[src/rtl/sb_trig_scaler_pkg.sv]
// Shared definitions for the single-bin trigger scaler: register field layout,
// default counter width and the scaler FSM state encodings.
package sb_trig_scaler_pkg;

    // Default width of the running and latched rate counters
    localparam int SB_CNT_WIDTH_DEFAULT = 24;

    // PS control word layout: PRESCALE in the low byte, HOLDOFF above it
    localparam int SB_PRESCALE_SHIFT = 0;
    localparam int SB_PRESCALE_WIDTH = 8;
    localparam int SB_HOLDOFF_SHIFT  = 8;
    localparam int SB_HOLDOFF_WIDTH  = 16;

    // Scaler FSM: IDLE accepts edges, HOLDOFF is the post-trigger dead time
    typedef enum logic [0:0] {
        SB_SCALER_IDLE    = 1'b0,
        SB_SCALER_HOLDOFF = 1'b1
    } sbScalerState_e;

    // Builds a PS control word from the two settings (used by software models)
    function automatic logic [31:0] sbPackConfig(
        input logic [SB_PRESCALE_WIDTH-1:0] prescale,
        input logic [SB_HOLDOFF_WIDTH-1:0]  holdoff
    );
        logic [31:0] word;
        word = '0;
        word[SB_PRESCALE_SHIFT +: SB_PRESCALE_WIDTH] = prescale;
        word[SB_HOLDOFF_SHIFT +: SB_HOLDOFF_WIDTH]   = holdoff;
        return word;
    endfunction

endpackage

[src/rtl/sb_sat_counter.sv]
// Saturating event counter with sticky overflow flag. A clear that coincides
// with an increment loads 1 so the event lands in the new interval.
module sb_sat_counter #(
    parameter int WIDTH = 24
) (
    input  logic             clk_i,
    input  logic             rst_ni,
    input  logic             inc_i,
    input  logic             clr_load_i,
    output logic [WIDTH-1:0] value_o,
    output logic             sat_o
);

    localparam logic [WIDTH-1:0] ALL_ONES = '1;

    logic [WIDTH-1:0] value_q, value_d;
    logic             sat_q, sat_d;

    // Next value: clear/load-1, saturating increment, or hold
    always_comb begin
        value_d = value_q;
        sat_d   = sat_q;
        if (clr_load_i) begin
            value_d = {{(WIDTH-1){1'b0}}, inc_i};
            sat_d   = 1'b0;
        end else if (inc_i) begin
            if (value_q == ALL_ONES) begin
                sat_d = 1'b1;
            end else begin
                value_d = value_q + WIDTH'(1);
            end
        end
    end

    // Counter and sticky flag registers
    always_ff @(posedge clk_i or negedge rst_ni) begin
        if (!rst_ni) begin
            value_q <= '0;
            sat_q   <= 1'b0;
        end else begin
            value_q <= value_d;
            sat_q   <= sat_d;
        end
    end

    assign value_o = value_q;
    assign sat_o   = sat_q;

endmodule

[src/rtl/sb_trig_scaler.sv]
// Single-bin trigger scaler: edge-detects TRIG_IN, applies prescale and a
// post-trigger holdoff, forwards a one-cycle TRIG_OUT and keeps per-PPS
// raw/forwarded rate counts for the PS.
// Optional build macro SB_SCALER_DEADTIME_EN adds the DEAD_TIME output that
// counts CLK120 cycles spent in HOLDOFF per PPS interval.
module sb_trig_scaler
    import sb_trig_scaler_pkg::*;
#(
    parameter int CNT_WIDTH      = SB_CNT_WIDTH_DEFAULT,
    parameter int PRESCALE_WIDTH = SB_PRESCALE_WIDTH,
    parameter int HOLDOFF_WIDTH  = SB_HOLDOFF_WIDTH
) (
    input  logic                      CLK120,
    input  logic                      RESET_N,
    input  logic                      TRIG_IN,
    input  logic                      PPS,
    input  logic                      ENABLE,
    input  logic [PRESCALE_WIDTH-1:0] PRESCALE,
    input  logic [HOLDOFF_WIDTH-1:0]  HOLDOFF,
    output logic                      TRIG_OUT,
    output logic [CNT_WIDTH-1:0]      RAW_RATE,
    output logic [CNT_WIDTH-1:0]      ACC_RATE,
    output logic                      RATE_OVF,
    output logic                      RATE_VALID,
    output logic                      BUSY
`ifdef SB_SCALER_DEADTIME_EN
    ,
    output logic [CNT_WIDTH-1:0]      DEAD_TIME
`endif
);

    logic trigSync_q, trigPrev_q;
    logic ppsSync_q, ppsPrev_q;
    logic trigEdge, ppsEdge, qualEdge;

    sbScalerState_e            state_q, state_d;
    logic [HOLDOFF_WIDTH-1:0]  holdCnt_q, holdCnt_d;
    logic [PRESCALE_WIDTH-1:0] prescaleCnt_q, prescaleCnt_d;
    logic                      trigOut_q, trigOut_d;
    logic                      accInc;

    logic [CNT_WIDTH-1:0] rawCnt, accCnt;
    logic                 rawSat, accSat;
    logic                 ovfFlag;

    logic [CNT_WIDTH-1:0] rawRate_q, accRate_q;
    logic                 rateOvf_q, rateValid_q;

    // Input register plus one-cycle history so both inputs are level-tolerant
    always_ff @(posedge CLK120 or negedge RESET_N) begin
        if (!RESET_N) begin
            trigSync_q <= 1'b0;
            trigPrev_q <= 1'b0;
            ppsSync_q  <= 1'b0;
            ppsPrev_q  <= 1'b0;
        end else begin
            trigSync_q <= TRIG_IN;
            trigPrev_q <= trigSync_q;
            ppsSync_q  <= PPS;
            ppsPrev_q  <= ppsSync_q;
        end
    end

    assign trigEdge = trigSync_q & ~trigPrev_q;
    assign ppsEdge  = ppsSync_q & ~ppsPrev_q;
    assign qualEdge = trigEdge & ENABLE;

    // Next-state logic: prescale/forward decision in IDLE, dead-time countdown in HOLDOFF
    always_comb begin
        state_d       = state_q;
        holdCnt_d     = holdCnt_q;
        prescaleCnt_d = prescaleCnt_q;
        trigOut_d     = 1'b0;
        accInc        = 1'b0;
        if (!ENABLE) begin
            state_d       = SB_SCALER_IDLE;
            holdCnt_d     = '0;
            prescaleCnt_d = '0;
        end else begin
            case (state_q)
                SB_SCALER_IDLE: begin
                    if (qualEdge) begin
                        if (prescaleCnt_q == PRESCALE) begin
                            trigOut_d     = 1'b1;
                            accInc        = 1'b1;
                            prescaleCnt_d = '0;
                            if (HOLDOFF != '0) begin
                                holdCnt_d = HOLDOFF;
                                state_d   = SB_SCALER_HOLDOFF;
                            end
                        end else begin
                            prescaleCnt_d = prescaleCnt_q + PRESCALE_WIDTH'(1);
                        end
                    end
                end
                SB_SCALER_HOLDOFF: begin
                    holdCnt_d = holdCnt_q - HOLDOFF_WIDTH'(1);
                    if (holdCnt_q == HOLDOFF_WIDTH'(1)) begin
                        state_d = SB_SCALER_IDLE;
                    end
                end
                default: begin
                    state_d   = SB_SCALER_IDLE;
                    holdCnt_d = '0;
                end
            endcase
        end
    end

    // FSM state, counters and the registered forwarded trigger
    always_ff @(posedge CLK120 or negedge RESET_N) begin
        if (!RESET_N) begin
            state_q       <= SB_SCALER_IDLE;
            holdCnt_q     <= '0;
            prescaleCnt_q <= '0;
            trigOut_q     <= 1'b0;
        end else begin
            state_q       <= state_d;
            holdCnt_q     <= holdCnt_d;
            prescaleCnt_q <= prescaleCnt_d;
            trigOut_q     <= trigOut_d;
        end
    end

    sb_sat_counter #(.WIDTH(CNT_WIDTH)) rawCounter (
        .clk_i      (CLK120),
        .rst_ni     (RESET_N),
        .inc_i      (qualEdge),
        .clr_load_i (ppsEdge),
        .value_o    (rawCnt),
        .sat_o      (rawSat)
    );

    sb_sat_counter #(.WIDTH(CNT_WIDTH)) accCounter (
        .clk_i      (CLK120),
        .rst_ni     (RESET_N),
        .inc_i      (accInc),
        .clr_load_i (ppsEdge),
        .value_o    (accCnt),
        .sat_o      (accSat)
    );

`ifdef SB_SCALER_DEADTIME_EN
    logic [CNT_WIDTH-1:0] deadCnt, deadRate_q;
    logic                 deadSat;
    logic                 deadInc;

    assign deadInc = ENABLE & (state_q == SB_SCALER_HOLDOFF);

    sb_sat_counter #(.WIDTH(CNT_WIDTH)) deadCounter (
        .clk_i      (CLK120),
        .rst_ni     (RESET_N),
        .inc_i      (deadInc),
        .clr_load_i (ppsEdge),
        .value_o    (deadCnt),
        .sat_o      (deadSat)
    );

    assign ovfFlag = rawSat | accSat | deadSat;

    // Latch the dead-time count alongside the rate counters on each PPS edge
    always_ff @(posedge CLK120 or negedge RESET_N) begin
        if (!RESET_N) begin
            deadRate_q <= '0;
        end else if (ppsEdge) begin
            deadRate_q <= deadCnt;
        end
    end

    assign DEAD_TIME = deadRate_q;
`else
    assign ovfFlag = rawSat | accSat;
`endif

    // Latch rates on each PPS edge and flag the update one cycle later
    always_ff @(posedge CLK120 or negedge RESET_N) begin
        if (!RESET_N) begin
            rawRate_q   <= '0;
            accRate_q   <= '0;
            rateOvf_q   <= 1'b0;
            rateValid_q <= 1'b0;
        end else begin
            rateValid_q <= ppsEdge;
            if (ppsEdge) begin
                rawRate_q <= rawCnt;
                accRate_q <= accCnt;
                rateOvf_q <= ovfFlag;
            end
        end
    end

    assign TRIG_OUT   = trigOut_q;
    assign RAW_RATE   = rawRate_q;
    assign ACC_RATE   = accRate_q;
    assign RATE_OVF   = rateOvf_q;
    assign RATE_VALID = rateValid_q;
    assign BUSY       = (state_q == SB_SCALER_HOLDOFF);

endmodule

[config.mk]
export PLATFORM = sky130hd
export DESIGN_NAME = sb_trig_scaler
export DESIGN_NICKNAME = d
export VERILOG_FILES = /design/src/rtl/sb_trig_scaler_pkg.sv /design/src/rtl/sb_sat_counter.sv /design/src/rtl/sb_trig_scaler.sv
export SDC_FILE = /design/constraint.sdc
export NUM_CORES = 1
export LEC_CHECK = 0
export BUFFER_PORTS_ARGS = -buffer_cell sky130_fd_sc_hd__buf_2
export CORE_MARGIN = 4
export CORE_UTILIZATION = 35
export CTS_CLUSTER_SIZE = 20
export DETAILED_ROUTE_END_ITERATION = 12
export SLEW_MARGIN = 40
export SYNTH_ARGS = -nofsm -noshare
export SYNTH_HDL_FRONTEND = slang
export SYNTH_HIERARCHICAL = 1
export SYNTH_SLANG_ARGS = --single-unit
[constraint.sdc]
create_clock -name CLK120 -period 6 [get_ports CLK120]
set_clock_uncertainty 0.15 [all_clocks]
set_input_delay 1.8 -clock CLK120 [delete_from_list [all_inputs] [get_ports CLK120]]
set_output_delay 1.8 -clock CLK120 [all_outputs]
set_load 0.02 [all_outputs]
## Yosys cells after proc, flatten, opt, wreduce, memory -nomap -nowiden

Index checks and enable logic that the tools add are counted.

- Add/sub/neg operators: 4
- Equality and inequality tests: 11
- Mux-type cells: 31
- Bitwise gates (word level): 7
- Reduce and logical (&&, ||, !) cells: 11

Operators with widths:

| cell | number |
|---|---|
| 2-to-1 mux 24 bit | 6 |
| 2-to-1 mux 16 bit | 4 |
| adder 24 x 1 -> 24 bit (second input constant) | 2 |
| equality test 24 bit (second input constant) | 2 |
| 2-to-1 mux 8 bit | 4 |
| one-hot mux 16 bit (2 select lines) | 1 |
| equality test 16 x 1 -> 1 bit (second input constant) | 1 |
| nonzero test 16 bit | 1 |
| subtractor 16 x 1 -> 16 bit (second input constant) | 1 |
| 2-to-1 mux 1 bit | 15 |
| AND reduction 2 bit | 5 |
| adder 8 x 1 -> 8 bit (second input constant) | 1 |
| equality test 8 bit | 1 |
| nonzero test 2 bit | 4 |
| inequality test 2 bit (second input constant) | 3 |
| inequality test 3 bit (second input constant) | 2 |
| AND 1 bit | 3 |
| inequality test 3 x 2 -> 1 bit (second input constant) | 1 |
| inverter 1 bit | 3 |
| AND reduction 3 bit | 1 |
| inequality test 2 x 1 -> 1 bit (second input constant) | 1 |
| one-hot mux 1 bit (2 select lines) | 1 |
| bitwise OR 1 bit | 1 |

- Register bits after elaboration: 130
- Input port bits: 29
- Output and inout bits: 52
- Word-level logic and storage cells: 80

## Depth between registers and ports, before layout

- Depth in word-level cells: 8
- Mapped depth: 10
- Depth with buffers taken out: 9

## By module

Netlist, hierarchy kept.

By module, submodules not included:

| module | instances | cells each | area each (sq um) |
|---|---|---|---|
| sb_trig_scaler | 1 | 306 | 3,694.8 |
| sb_sat_counter | 2 | 155 | 1,508.9 |

## Least setup slack after synthesis

Ideal clock, no wire load.

- Kind: input -> register
- From: input port PRESCALE[7]
- To: register accCounter.value_q[23], in the netlist accCounter/value_o[23]
- Setup time: 125 ps
- Data arrival time: 4,638 ps
- Data required time: 5,725 ps
- Path slack: 1,087 ps
- Stages: 9
- Path through: xor2_1 nor4_4 nand2_2 nor4_1 inv_1 a21o_1 buf_4 nor4_1 mux2_4

- Longest elaborated chain between the ends: 7

RTL lines:

| item | line | source |
|---|---|---|
| start, declared | sb_trig_scaler.sv:18 | `input logic [PRESCALE_WIDTH-1:0] PRESCALE,` |
| equality test 8 bit | sb_trig_scaler.sv:83 | `if (prescaleCnt_q == PRESCALE) begin` |
| 2-to-1 mux 1 bit | sb_trig_scaler.sv:83 |  |
| 2-to-1 mux 1 bit | sb_trig_scaler.sv:82 | `if (qualEdge) begin` |
| 2-to-1 mux 1 bit | sb_trig_scaler.sv:80 | `case (state_q)` |
| 2-to-1 mux 1 bit | sb_trig_scaler.sv:75 | `if (!ENABLE) begin` |
| net accInc | sb_trig_scaler.sv:40 | `logic accInc;` |
| nonzero test 2 bit (no source line) | -- |  |
| AND reduction 2 bit (no source line) | -- |  |
| end signal, assigned | sb_sat_counter.sv:41 | `value_q <= value_d;` |
| end, declared | sb_sat_counter.sv:16 | `logic [WIDTH-1:0] value_q, value_d;` |

The timed path passes the listed nets, and every way through them passes these cells.
A chain may end at the register's enable or synchronous reset.

## Worst setup path after layout

Ends and elaborated chain as after synthesis.

==> out/metrics.cfg <==
[outcome]
status=finished clean

[logic_synthesis]
yosys_warnings=6
yosysUniqueCellTypes=53
synth_area_sq_um=6710
avgSynthCellArea_sq_um=10.9
yosys_register_bits=130
yosys.area.top_type_share_pct=48.5
ys_seq_area_share_pct=48.5
yosysMostFrequentCell=dfrtp_1
yosys-top-cells-area=dfrtp_1, mux2_2, xnor2_1
syn_nets=650
synthArstFlopShare_pct=100
synth_edf_count=0
synth_ff_type=dfrtp_1
synthTopCellsByCount=dfrtp_1, nor2_1, mux2_2
yosysTopAreaCell=dfrtp_1
syn_inst=616

[power]
p_comb_share_pct=4.5
leakagePower_nw=3.74
internal_power_mw=1.61
pwr-share-clk_pct=52.0
seq_power_share_pct=43.5
p_sw_mw=0.448
p_sw_share_pct=21.8
ir_drop_mv=0.189
p_per_area_nw_per_um2=257

[routing]
drc=0
ant_nets=0
wl_per_cell_um=16.9
drtIter0Drc=301
first_pass_iters=4
vias=5168
wl_um=15900
via_per_inst=5.49

[clocking]
hold_buffers=0
cts.htree.levels=4
cts_tree=built
clkTransAtPathRegs_ps=60
clock_path_buffers=2
cts-resized-gates=0
post_cts_buffers=0
cts_buffers=17
root_buffer=clkbuf_16
clock_sinks=130
clock_latency_ps=420

[die]
core_sq_um=18800
die_w_um=146
io_pins=81
die_area_sq_um=21500
die_h_um=146
row_count=50
start_util_pct=35.8

[final_layout]
drive_above_1_share_pct=28.7
finish.cell_count_without_fillers=942
area_growth_pct=19.0
diodes=0
final_area_sq_um=7990
final_net_count=729

[job]
maxCapViolCount=0

[placement]
place_congestion=0.842
post-place-cells=910
io_buffers=80
placed_area_sq_um=7360
dpl.hpwl_um=10900

[sta]
hold_ws_ps=237
slew_headroom_pct=47.8
hold_viol_final=0
timing.final.crit_share_pct=76.3
setup_tns_ps=0
tightestPinTransition_ps=781
setup_violations=0
rsz0062_at_grt=false
final-max-slew-violation-count=0
fmax_mhz=219
period_needed_ps=4580

[min_path]
hold_start=ppsSync_q$_DFF_PN0_
whs_path_depth=0
min-delay-path-class=flop to flop
min_to=ppsPrev_q$_DFF_PN0_

[grt]
grt_max_degree=82
first_global_vias=5285
grt.overflow.total=0
grt_pass1_wl_um=27400
grt_usage_pct=15.4
antenna_found_initial=0

[worst_setup_path]
crit_arrival_ps=4730
worstReg2RegStart=prescaleCnt_q[1]$_DFFE_PN0P_
required_ps=6150
worstRegToRegCells=9
path_class=input pin to flop
startpoint_type=input pin
r2r_slack_ps=2470
reg2reg_to=accCounter/value_o[23]$_DFFE_PN0P_
crit_fanout=10
end_kind=flop

kinds of logic (layout without fill, tap and decap cells):
family / after synthesis / count (layout) / synth area share (%)
buffers and inverters: 42 / 134 / 2.52
adders and majority gates: 5 / 5 / 0.932
and+or+nand+nor: 233 / 233 / 21.5
muxes: 66 / 66 / 11.1
AOI/OAI and AO/OA: 98 / 98 / 10.0
DFF: 130 / 130 / 48.5
xor gates and xnor gates: 42 / 42 / 5.48
placed cells by master (no fill, tap or decap), types with 7 or more instances in the layout:
master | synthesis | final
a211oi_1 | 17 | 17
inv_1 | 16 | 16
nor3_1 | 14 | 14
nor4_1 | 13 | 12
nand4_1 | 16 | 16
nor3_2 | 10 | 8
or4_1 | 10 | 10
mux2_2 | 48 | 48
xnor2_1 | 31 | 31
o21ai_0 | 12 | 12
clkbuf_16 | 0 | 17
nand3_1 | 23 | 23
buf_2 | 3 | 79
nand2_1 | 40 | 40
xor2_1 | 11 | 11
dfrtp_1 | 130 | 130
a21oi_1 | 29 | 29
o31ai_1 | 11 | 11
nor2_1 | 50 | 50
mux2i_1 | 11 | 11
or3_1 | 7 | 7
power by group through the flow:
| stage | logic [mW] | clock network (mW) | registers [mW] |
|---|---|---|---|
| 5_1_grt | 0.105 | 1.14 | 0.895 |
| 2_1_floorplan | 0.0446 | 0 | 0.913 |
| 3_5_place_dp | 0.0949 | 0 | 0.910 |
| 6_report | 0.0933 | 1.07 | 0.895 |
| 4_1_cts | 0.0957 | 1.10 | 0.894 |
| 3_3_place_gp | 0.0917 | 0 | 0.909 |
metrics by stage:
step,setup slack (ps),power (mW),utilization (%)
5_1_grt,1150,2.14,42.6
4_1_cts,1450,2.09,42.5
3_5_place_dp,1030,1.00,39.2
2_1_floorplan,1090,0.957,-
6_report,1420,2.06,42.6
3_3_place_gp,1190,1.00,39.2
area by class of cell:
class                   instances  area (sq um)
well taps                     234           293
clock buffers                  22           484
flip-flops and latches        130          3250
inverters                      17          63.8
clock inverters                10           130
fillers                      1793         10800
repair buffers                 85           448
multi-input cells             444          3320
critical path: stages:
cell	delay, ps
buf_2	100
xor2_1	170
nor4_4	640
nand2_2	240
nor4_1	320
buf_4	210
inv_1	120
a21o_1	290
nor4_1	480
mux2_4	340
flip-flops by register name (all words and copies together), names as in the netlist, 8 cells and up:
signal	flops
holdCnt_q	16
ACC_RATE	24
accCounter/value_o	24
RAW_RATE	24
prescaleCnt_q	8
rawCounter/value_o	24
metal layers:
metal | wire length [um] | GRT usage [%] | part of all wire, % | vias to the layer above
li1 | - | - | - | 2451
met1 | 7640 | 21.8 | 48 | 2560
met2 | 7200 | 23.1 | 45 | 135
met3 | 753 | 3.63 | 4.7 | 22
met4 | 316 | 5.79 | 2.0 | 0
met5 | 0 | 0 | 0 | -
how the worst max path moves through the flow:
stage               depth (start not counted)        start                            endpoint
finish                                     10  PRESCALE[7]  accCounter/value_o[23]$_DFFE_PN0P_
global route                               10  PRESCALE[7]  accCounter/value_o[23]$_DFFE_PN0P_
CTS                                        10  PRESCALE[7]  accCounter/value_o[23]$_DFFE_PN0P_
detailed placement                         10  PRESCALE[7]  accCounter/value_o[23]$_DFFE_PN0P_
global placement                           10  PRESCALE[7]  accCounter/value_o[23]$_DFFE_PN0P_
floorplan                                   9  PRESCALE[7]  accCounter/value_o[23]$_DFFE_PN0P_
Note: power is estimated with default switching activity, not from simulation.
